<file path="config.mk">
export PLATFORM = sky130hd
export DESIGN_NAME = serial_add
export DESIGN_NICKNAME = d
export VERILOG_FILES = /design/src/rtl/serial_add.sv
export SDC_FILE = /design/constraint.sdc
export NUM_CORES = 1
export LEC_CHECK = 0
export CAP_MARGIN = 5
export CORE_UTILIZATION = 40
export CTS_CLUSTER_DIAMETER = 100
export CTS_CLUSTER_SIZE = 28
export DETAILED_ROUTE_END_ITERATION = 8
export PLACE_DENSITY = 0.77
export SYNTH_ARGS = -nofsm -noshare
export SYNTH_HDL_FRONTEND = slang
export SYNTH_SLANG_ARGS = --single-unit
export TNS_END_PERCENT = 20
</file>
<file path="constraint.sdc">
create_clock -name clk -period 1.64 [get_ports clk]
set_clock_uncertainty 0.2 [all_clocks]
set_input_delay 0.328 -clock clk [delete_from_list [all_inputs] [get_ports clk]]
set_output_delay 0.328 -clock clk [all_outputs]
set_load 0.02 [all_outputs]
</file>
<file path="src/rtl/serial_add.sv">
// Bit-serial adder: two cascaded half adders plus a carry register add one bit per clock, LSB first.
// Optional signed-overflow flag and ovf port enabled by defining SERIAL_ADD_OVF_EN.
module serial_add #(
   parameter int WIDTH = 8
) (
   input  logic             clk,
   input  logic             rst,
   input  logic             in_valid,
   output logic             in_ready,
   input  logic [WIDTH-1:0] a,
   input  logic [WIDTH-1:0] b,
   input  logic             cin,
   output logic             out_valid,
   input  logic             out_ready,
   output logic [WIDTH-1:0] sum,
   output logic             cout,
`ifdef SERIAL_ADD_OVF_EN
   output logic             ovf,
`endif
   output logic             busy
);

   localparam int CNT_W = (WIDTH > 1) ? $clog2(WIDTH) : 1;
   localparam logic [CNT_W-1:0] CNT_LAST = CNT_W'(WIDTH - 1);

   typedef enum logic [1:0] {
      ST_IDLE = 2'd0,
      ST_RUN  = 2'd1,
      ST_DONE = 2'd2
   } state_t;

   // Returns {carry, sum} of a single half adder.
   function automatic logic [1:0] half_add(input logic x, input logic y);
      return {x & y, x ^ y};
   endfunction

   state_t           state_r;
   state_t           state_nx_s;
   logic [WIDTH-1:0] a_sh_r;
   logic [WIDTH-1:0] b_sh_r;
   logic [WIDTH-1:0] sum_r;
   logic [CNT_W-1:0] cnt_r;
   logic             c_r;
   logic             cout_r;
   logic             out_valid_r;
   logic             busy_r;
   logic             accept_s;
   logic             last_s;
   logic [1:0]       ha0_s;
   logic [1:0]       ha1_s;
   logic             bit_s;
   logic             c_nx_s;
`ifdef SERIAL_ADD_OVF_EN
   logic             ovf_r;
`endif

   assign in_ready  = (state_r == ST_IDLE) & ~rst;
   assign accept_s  = in_valid & in_ready;
   assign last_s    = (state_r == ST_RUN) && (cnt_r == CNT_LAST);
   assign out_valid = out_valid_r;
   assign busy      = busy_r;
   assign sum       = sum_r;
   assign cout      = cout_r;
`ifdef SERIAL_ADD_OVF_EN
   assign ovf       = ovf_r;
`endif

   // Full-adder slice for the current bit built from two half adders.
   always_comb begin
      ha0_s  = half_add(a_sh_r[0], b_sh_r[0]);
      ha1_s  = half_add(ha0_s[0], c_r);
      bit_s  = ha1_s[0];
      c_nx_s = ha0_s[1] | ha1_s[1];
   end

   // Next-state decode.
   always_comb begin
      state_nx_s = state_r;
      case (state_r)
         ST_IDLE: begin
            if (accept_s) state_nx_s = ST_RUN;
            else          state_nx_s = ST_IDLE;
         end
         ST_RUN: begin
            if (last_s) state_nx_s = ST_DONE;
            else        state_nx_s = ST_RUN;
         end
         ST_DONE: begin
            if (out_ready) state_nx_s = ST_IDLE;
            else           state_nx_s = ST_DONE;
         end
         default: state_nx_s = ST_IDLE;
      endcase
   end

   // State register with registered status flags that mirror the next state.
   always_ff @(posedge clk) begin
      if (rst) begin
         state_r     <= ST_IDLE;
         out_valid_r <= 1'b0;
         busy_r      <= 1'b0;
      end else begin
         state_r     <= state_nx_s;
         out_valid_r <= (state_nx_s == ST_DONE);
         busy_r      <= (state_nx_s != ST_IDLE);
      end
   end

   // Operand shifters, carry, bit counter and result registers.
   always_ff @(posedge clk) begin
      if (rst) begin
         a_sh_r <= '0;
         b_sh_r <= '0;
         sum_r  <= '0;
         cnt_r  <= '0;
         c_r    <= 1'b0;
         cout_r <= 1'b0;
`ifdef SERIAL_ADD_OVF_EN
         ovf_r  <= 1'b0;
`endif
      end else if (accept_s) begin
         a_sh_r <= a;
         b_sh_r <= b;
         c_r    <= cin;
         cnt_r  <= '0;
`ifdef SERIAL_ADD_OVF_EN
         ovf_r  <= 1'b0;
`endif
      end else if (state_r == ST_RUN) begin
         a_sh_r <= {1'b0, a_sh_r[WIDTH-1:1]};
         b_sh_r <= {1'b0, b_sh_r[WIDTH-1:1]};
         sum_r  <= {bit_s, sum_r[WIDTH-1:1]};
         c_r    <= c_nx_s;
         cnt_r  <= cnt_r + CNT_W'(1);
         // On the MSB edge c_r is the carry into the MSB and c_nx_s the carry out.
         if (last_s) begin
            cout_r <= c_nx_s;
`ifdef SERIAL_ADD_OVF_EN
            ovf_r  <= c_r ^ c_nx_s;
`endif
         end
      end
   end

endmodule

</file>
* Word level (Yosys, flattened, before mapping) *
Index checks and enable logic that the tools add are counted.

operators by class
  muxes and demuxes = 10
  add/sub/neg operators = 1
  equal/unequal tests = 4
  bitwise logic cells = 9
  reductions and logical operators = 7

operators by type and width
  operator                                                                number
  8-bit two-way mux                                                       4
  2-bit case mux with 3 select lines                                      1
  1-bit bitwise AND                                                       4
  2-bit equality test (second input constant)                             2
  2-bit two-way mux                                                       2
  2-bit nonzero test                                                      2
  3-bit by 1-bit adder with 3-bit output (second input constant)          1
  3-bit equality test (second input constant)                             1
  1-bit two-way mux                                                       3
  3-bit AND reduction                                                     1
  2-bit by 1-bit equality test with 1-bit output (second input constant)  1
  2-bit zero test                                                         1
  1-bit NOT                                                               2
  2-bit AND reduction                                                     1
  2-bit OR reduction                                                      1
  1-bit bitwise XOR                                                       2
  1-bit logical AND                                                       1
  1-bit bitwise OR                                                        1

storage, ports and cells
  word-level logic and storage cells = 40
  bits of input ports = 21
  output and inout bits = 12
  bits in registers = 33

* Longest topological paths before layout *
Gate-level depths: netlist (run 1).

  word-level depth = 6
  gate-level depth with buffers = 6
  gate-level depth less buffers = 5

* Least setup slack after synthesis (run 1) *
OpenSTA, ideal clock, no wires.

  kind = input -> register
  start point = input rst
  end point = register a_sh_r[7]
  required time = 1.308 ns
  setup slack = -0.057 ns
  cell stages on the path = 6
  data arrival time = 1.365 ns
  setup time = 0.132 ns
  cells stage by stage = clkbuf_1 > or4b_4 > buf_6 > buf_8 > nand3_1 > a21oi_1

on the way
  word-level cells in the longest chain between the ends = 4
  elaborated cells on any way between the ends = 5
  those cells by class = 1 x mux; 3 x bitwise; 1 x reduce/logical

ends and longest elaborated chain
  element                                                  line  source
  start: declaration                                       7     input logic rst,
  1-bit NOT                                                57    assign in_ready = (state_r == ST_IDLE) & ~rst;
  1-bit bitwise AND                                        57
  1-bit bitwise AND                                        58    assign accept_s = in_valid & in_ready;
  8-bit two-way mux or 2-bit nonzero test (tied branches)  --
  end signal: assignment                                   130   a_sh_r <= {1'b0, a_sh_r[WIDTH-1:1]};
  end: declaration                                         39    logic [WIDTH-1:0] a_sh_r;

Parallel ways exist; a longest one is shown, timed or not.
A chain may end at the register's enable or synchronous reset.

* Worst setup path after layout (run 1) *
  start point = register state_r[1]
  end point = output in_ready

on the way
  word-level cells in the longest chain between the ends = 2

ends and longest elaborated chain
  element                   line  source
  start: declaration        37    state_t state_r;
  start signal: assignment  103   state_r <= state_nx_s;
  2-bit zero test           57
  1-bit bitwise AND         57
  end: declaration          9     output logic in_ready,

No other way between the ends.

==> results of run 1 <==
==> layout by cell type (no fill, tap or decap), types with 2 or more instances in the layout <==
master	n
a211oi_1	11
a211oi_2	3
or4b_4	3
dlymetal6s2s_1	2
clkinv_2	2
a21oi_1	26
nand3_1	3
nand2_1	35
ha_1	2
buf_12	3
buf_4	6
dlygate4sd2_1	11
dfxtp_1	32
nor3_1	3
mux2i_1	3
nor2_1	16
clkbuf_4	5
clkdlybuf4s50_1	18
==> cell families after synthesis <==
kind of cell | synth area share
simple gates | 0.213
compound gates | 0.187
flops | 0.471
buf+inv | 0.0678
mux | 0.0214
fa+ha+maj | 0.0321
xor+xnor | 0.00625
==> worst max-delay path by stage <==
stage | from | end
final | state_r[1] | in_ready
after global routing | state_r[0] | a_sh_r[0]
after CTS | rst | in_ready
after detailed placement | rst | in_ready
after global placement | rst | in_ready
after floorplan | state_r[0] | a_sh_r[7]
==> final cells by class <==
type	instances	area (um^2)
clock buffers	5	37.5
clock inverters	3	17.5
fillers	316	1410
inverters	1	3.75
multi-input cells	117	704
flip-flops and latches	33	664
well taps	46	57.6
repair buffers	42	443
==> registers in the layout (all words and copies together) (netlist names) <==
| signal | flops |
|---|---|
| cnt_r | 3 |
| state_r | 2 |
| cout | 1 |
| out_valid | 1 |
| a_sh_r | 8 |
| b_sh_r | 8 |
| busy | 1 |
| sum | 8 |
| c_r | 1 |
==> power groups by stage <==
stage               clock network, mW  logic, mW  registers (mW)
floorplan                           0      0.137           0.879
global placement                    0      0.232           0.879
detailed placement                  0      0.234           0.879
CTS                             0.449      0.232           0.860
global route                    0.500      0.276           0.869
finish                          0.443      0.255           0.862
==> worst register-to-register path: stages, from the launching register on <==
cell and delay, ps:
dfxtp_4 390, buf_4 150, nor4b_4 230, buf_4 180
buf_12 130, a21oi_1 50, a211oi_1 210
==> per-layer routing <==
layer,track usage,vias to the layer above
met5,0,-
met4,0.0779,0
met3,0.0525,7
met2,0.289,38
met1,0.177,578
li1,-,631
==> timing repair <==
| action | in CTS | in global routing |
|---|---|---|
| setup endpoints to repair | 29 | 18 |
| setup buffers | 0 | 1 |
| resized for setup | 16 | 14 |
| gates cloned | 0 | 3 |
| endpoints found under the hold margin | 0 | 0 |
| pin swaps | 0 | 17 |
==> metrics by stage <==
| stage | instance area [um^2] | hold WS (ps) | setup slack [ps] |
|---|---|---|---|
| floorplan | 1410 | 237 | -18.6 |
| global placement | 1790 | 243 | -621 |
| detailed placement | 1790 | 252 | -634 |
| CTS | 1830 | 261 | -184 |
| global route | 1930 | 120 | -62.1 |
| finish | 1930 | 126 | 10.1 |
==> flow_summary.yaml, run 1 <==
timing:
  setup_total_negative_slack_ps: 0
  report.final.setup_viol: 0
  rsz0062_at_grt: "yes"
  fin_crit_sh: 0.994
  max_freq_mhz: 614
  period_minus_slack_ps: 1630
  worst_pin_slew_ps: 205
  normalized_max_slew_margin: 0.859
  hold_violations: 0
  maxSlewViolCount: 0
route:
  dr_total_vias: 1254
  met2WireLength_mm: 1.47
  routed_metal_1_wirelength_mm: 1.48
  drt-pass1-iter-count: 4
  dr_wl_met3_um: 144
  routed_wl_mm: 3.13
  final_antenna_net_count: 0
  highest_layer: "met4"
  via_per_inst: 5.08
  avgRoutedWirePerCell_um: 12.7
  drc: 0
  dr.first_iter.drc_count: 64
worst_hold_path:
  min_from: "rst"
  min_path_cells: 3
  hold_end: "state_r[0]"
  hp-class: "input pin to register"
floorplanning:
  placeableCoreArea_mm2: 0.00334
  ioPinCount: 33
  initial_core_util: 0.420
  floorplan.rows: 21
  vertical_die_dimension_um: 61.2
  die_w_um: 61.2
  die_area_mm2: 0.00374
yosys:
  postSynthNetCount: 187
  post_synth_inst_count: 163
  yosys.area.top_type: "dfxtp_1"
  yosysMostFrequentCell: "nand2_1"
  syn-cell-area_mm2: 0.00140
  synth_edf_count: 0
  synth_ff_type: "dfxtp_1"
  number_of_warnings_reported_in_the_yosys_synthesis_log: 0
  synth-seq-area-share: 0.471
  largest_cells_by_area_after_synthesis: "dfxtp_1 47%, a21oi_1 9.6%, nand2_1 9.4%, a211oi_1 7.5%, nor2_1 4.6%"
  async_reset_ff_frac: 0
  postSynthRegisterBits: 33
  yosys-top-cells-count: "35 x nand2_1, 33 x dfxtp_1, 27 x a21oi_1"
  ys_types: 25
  synth.avg_cell_area_um2: 8.60
  synth_top_area_share: 0.471
setup_path:
  cp.depth: 3
  cp_slowest_cell: "dfxtp_1"
  setup.reg_to_reg.worst_slack_ps: 30
  cp.arrival_ps: 1100
  end_kind: "primary output"
  worstPathMaxFanout: 3
  number_of_buffer_and_inverter_instances_along_the_worst_setup_path: 1
  critical_path.max_stage_delay_ps: 320
  rr_endpoint: "a_sh_r[5]"
  crit_family: "simple AND/OR/NAND/NOR gates"
  crit_path_start_kind: "register"
  worst_r2r_path_depth: 6
  timing.critical_path.cells: "or2_4 -> nor2_4 -> buf_6"
  critPathRequiredTime_ps: 1110
  r2r_start: "state_r[0]"
  crit_type: "register to primary output"
global_route:
  overflow: 0
  grt_start_max_net_pins: 28
  grt_util_all_layers: 0.164
  global_route_wire_length_before_repair_mm: 4.48
  via_count_of_the_first_global_routing_pass: 1075
  grt_antenna_before_repair: 0
power:
  seq_power_share: 0.552
  power.net_switching_mw: 0.426
  total_power_mw: 1.56
  pwr_cell_area_mw_per_mm2: 810
  cellLeakagePower_nw: 0.757
  internal-power_mw: 1.13
  p_sw_frac: 0.273
  portion_of_total_power_attributed_to_the_clock_network: 0.284
  worst_ir_drop_on_vdd_mv: 0.343
  combPwrFrac: 0.164
layout:
  drive_above_1_share: 0.164
  area.growth.synth_to_final_pct: 37.6
  fin_nets: 224
  n_antenna_cell: 0
  final_util: 0.578
  final_cells: 247
outcome:
  status: "finished, final reports clean"
placed_design:
  hpwl_mm: 1.84
  place.detailed.instances: 235
  placement.io_buffers: 32
  gp_routability_congestion: 0.746
clock_network:
  cts.sinks: 33
  cts-root-to-sink-buffers: 2
  clkLatencyLatePin_ps: 340
  cts.htree.levels: 2
  clock-root-buffer: "clkbuf_4"
  cts.reportedPaths.clkPinSlew_ps: 100
  cts_hold_repair.buffers: 0
  cts_tree: "done"
  cts_made_buffers: 5
flow_run:
  max_cap_violation_count: 0
(Power assumes the default switching activity.)
==> inputs of run 2 (changes only) <==
--- a/config.mk
+++ b/config.mk
@@ -8,7 +8,7 @@
 export CAP_MARGIN = 5
 export CORE_UTILIZATION = 40
 export CTS_CLUSTER_DIAMETER = 100
-export CTS_CLUSTER_SIZE = 28
+export CTS_CLUSTER_SIZE = 30
 export DETAILED_ROUTE_END_ITERATION = 8
 export PLACE_DENSITY = 0.77
 export SYNTH_ARGS = -nofsm -noshare
==> results of run 2 <==
The final DEF is identical to that of run 1; final timing and power are the same.
==> variant, RTL diff (settings of run 2) <==
Build with the macro `SERIAL_ADD_OVF_EN` defined.
--- a/src/rtl/serial_add.sv
+++ b/src/rtl/serial_add.sv
@@ -1,5 +1,7 @@
 // Bit-serial adder: two cascaded half adders plus a carry register add one bit per clock, LSB first.
 // Optional signed-overflow flag and ovf port enabled by defining SERIAL_ADD_OVF_EN.
+`define SERIAL_ADD_OVF_EN
+
 module serial_add #(
    parameter int WIDTH = 8
 ) (
Check against the original RTL (old outputs only; new: ovf): equivalent (equiv_simple and equiv_induct, registers matched by name and starting in step).
==> variant against run 2 <==
- worst setup slack worse by 0.0017 ns
- cell count is 4.0% higher
- wire length decreased by 3.1%
- total power grew 11%
- critical endpoint is now a_sh_r[0]
- sequential cell count grew 1
- synthesized area increased by 2.5%
- first-iteration DRC count fell by 7.8%
- design area up 2.1%
==> variant: results (changes against run 2) <==
[yosys]
synth.net_count = 195  ; +4.3%
synth_xor_xnor_area_share = 0.01220  ; +0.005945
most_used_standard_cells_in_the_synthesized_netlist = sky130_fd_sc_hd__nand2_1 (40), sky130_fd_sc_hd__dfxtp_1 (34), sky130_fd_sc_hd__a21oi_1 (30)
synth_seq_area_share = 0.4739  ; +0.002439
synth_cell_types = 28  ; +12%
yosys-mux-area-fraction = 0.006969  ; -0.01446
synth-adder-area-share = 0.03136  ; -0.0007840
syn-mean-instance-area_um2 = 8.400  ; -2.3%

[outcome]
outcome = completed

[critical_path]
cp_max_stage_cell = sky130_fd_sc_hd__or4b_4
rr_endpoint = a_sh_r[0]
startpoint = state_r[0]
reg2reg_setup_slack_ns = 0.008  ; -0.02 ns

[detailed_routing]
detail_route.vias_per_cell = 5.008  ; -1.4%
detail_route.wirelength.met1_um = 1435  ; -2.7%
wl_met2_um = 1422  ; -2.9%
dr.first_iter.drc_count = 59  ; -7.8%

[layout]
multi_input_area_um2 = 695.7  ; -1.2%
seq_area_frac = 0.3463  ; +0.001670
post-route-cell-area_mm2 = 0.001969  ; +2.1%
layout.nets = 234  ; +4.5%
multi_input_gates = 123  ; +5.1%
post_route_cells_drive_above_1_share = 0.1564  ; -0.007781
area_growth_pct = 37.11
nFillCells = 308  ; -2.5%

[timing]
slew_headroom = 0.7999  ; -0.05942
fin_hold_ws_ns = 0.1955  ; +0.06977 ns

[grt]
globalRouteMet1Util = 0.2321  ; +0.05468
grt_first_pass_wirelength_um = 4940  ; +10%

[place]
place_inst = 249  ; +6.0%
finalWeightedCongestion = 0.8085  ; +8.4%
detailed_place_hpwl_um = 2022  ; +9.9%
placed_area_mm2 = 0.001873  ; +4.8%

[min_path]
hold_path_depth = 2  ; -1
min_to = state_r[1]

[power]
power_leakage_uw = 0.0007665  ; +1.3%
ir_drop_mv = 0.4120  ; +20%

[clock_tree]
cells_resized_by_post_cts_repair = 21  ; +5

==> variant: changes by cell type in the layout (fill, tap and decap cells not counted), moves of 3 or more <==
cell                              change
sky130_fd_sc_hd__a21oi_1              +3
sky130_fd_sc_hd__clkdlybuf4s15_1      +3
sky130_fd_sc_hd__nor2_2               +3
sky130_fd_sc_hd__nand2_1              +5
==> variant: how the worst max path moves through the flow <==
stage / endpoint / slack [ns] / cells after the start
after floorplan: a_sh_r[3] / 0.03 / 6
after global placement: in_ready / -0.50 / 3
after detailed placement: in_ready / -0.50 / 3
after CTS: busy / -0.0002 / 5
after global routing: b_sh_r[3] / -0.06 / 5
final: a_sh_r[0] / 0.008 / 5
==> variant: where the power goes <==
part,switching (uW),internal (uW),leakage (uW),total (uW)
Sequential,20.4,862,0.000278,882
Combinational,118,128,0.000444,246
Clock,295,316,0.0000450,611
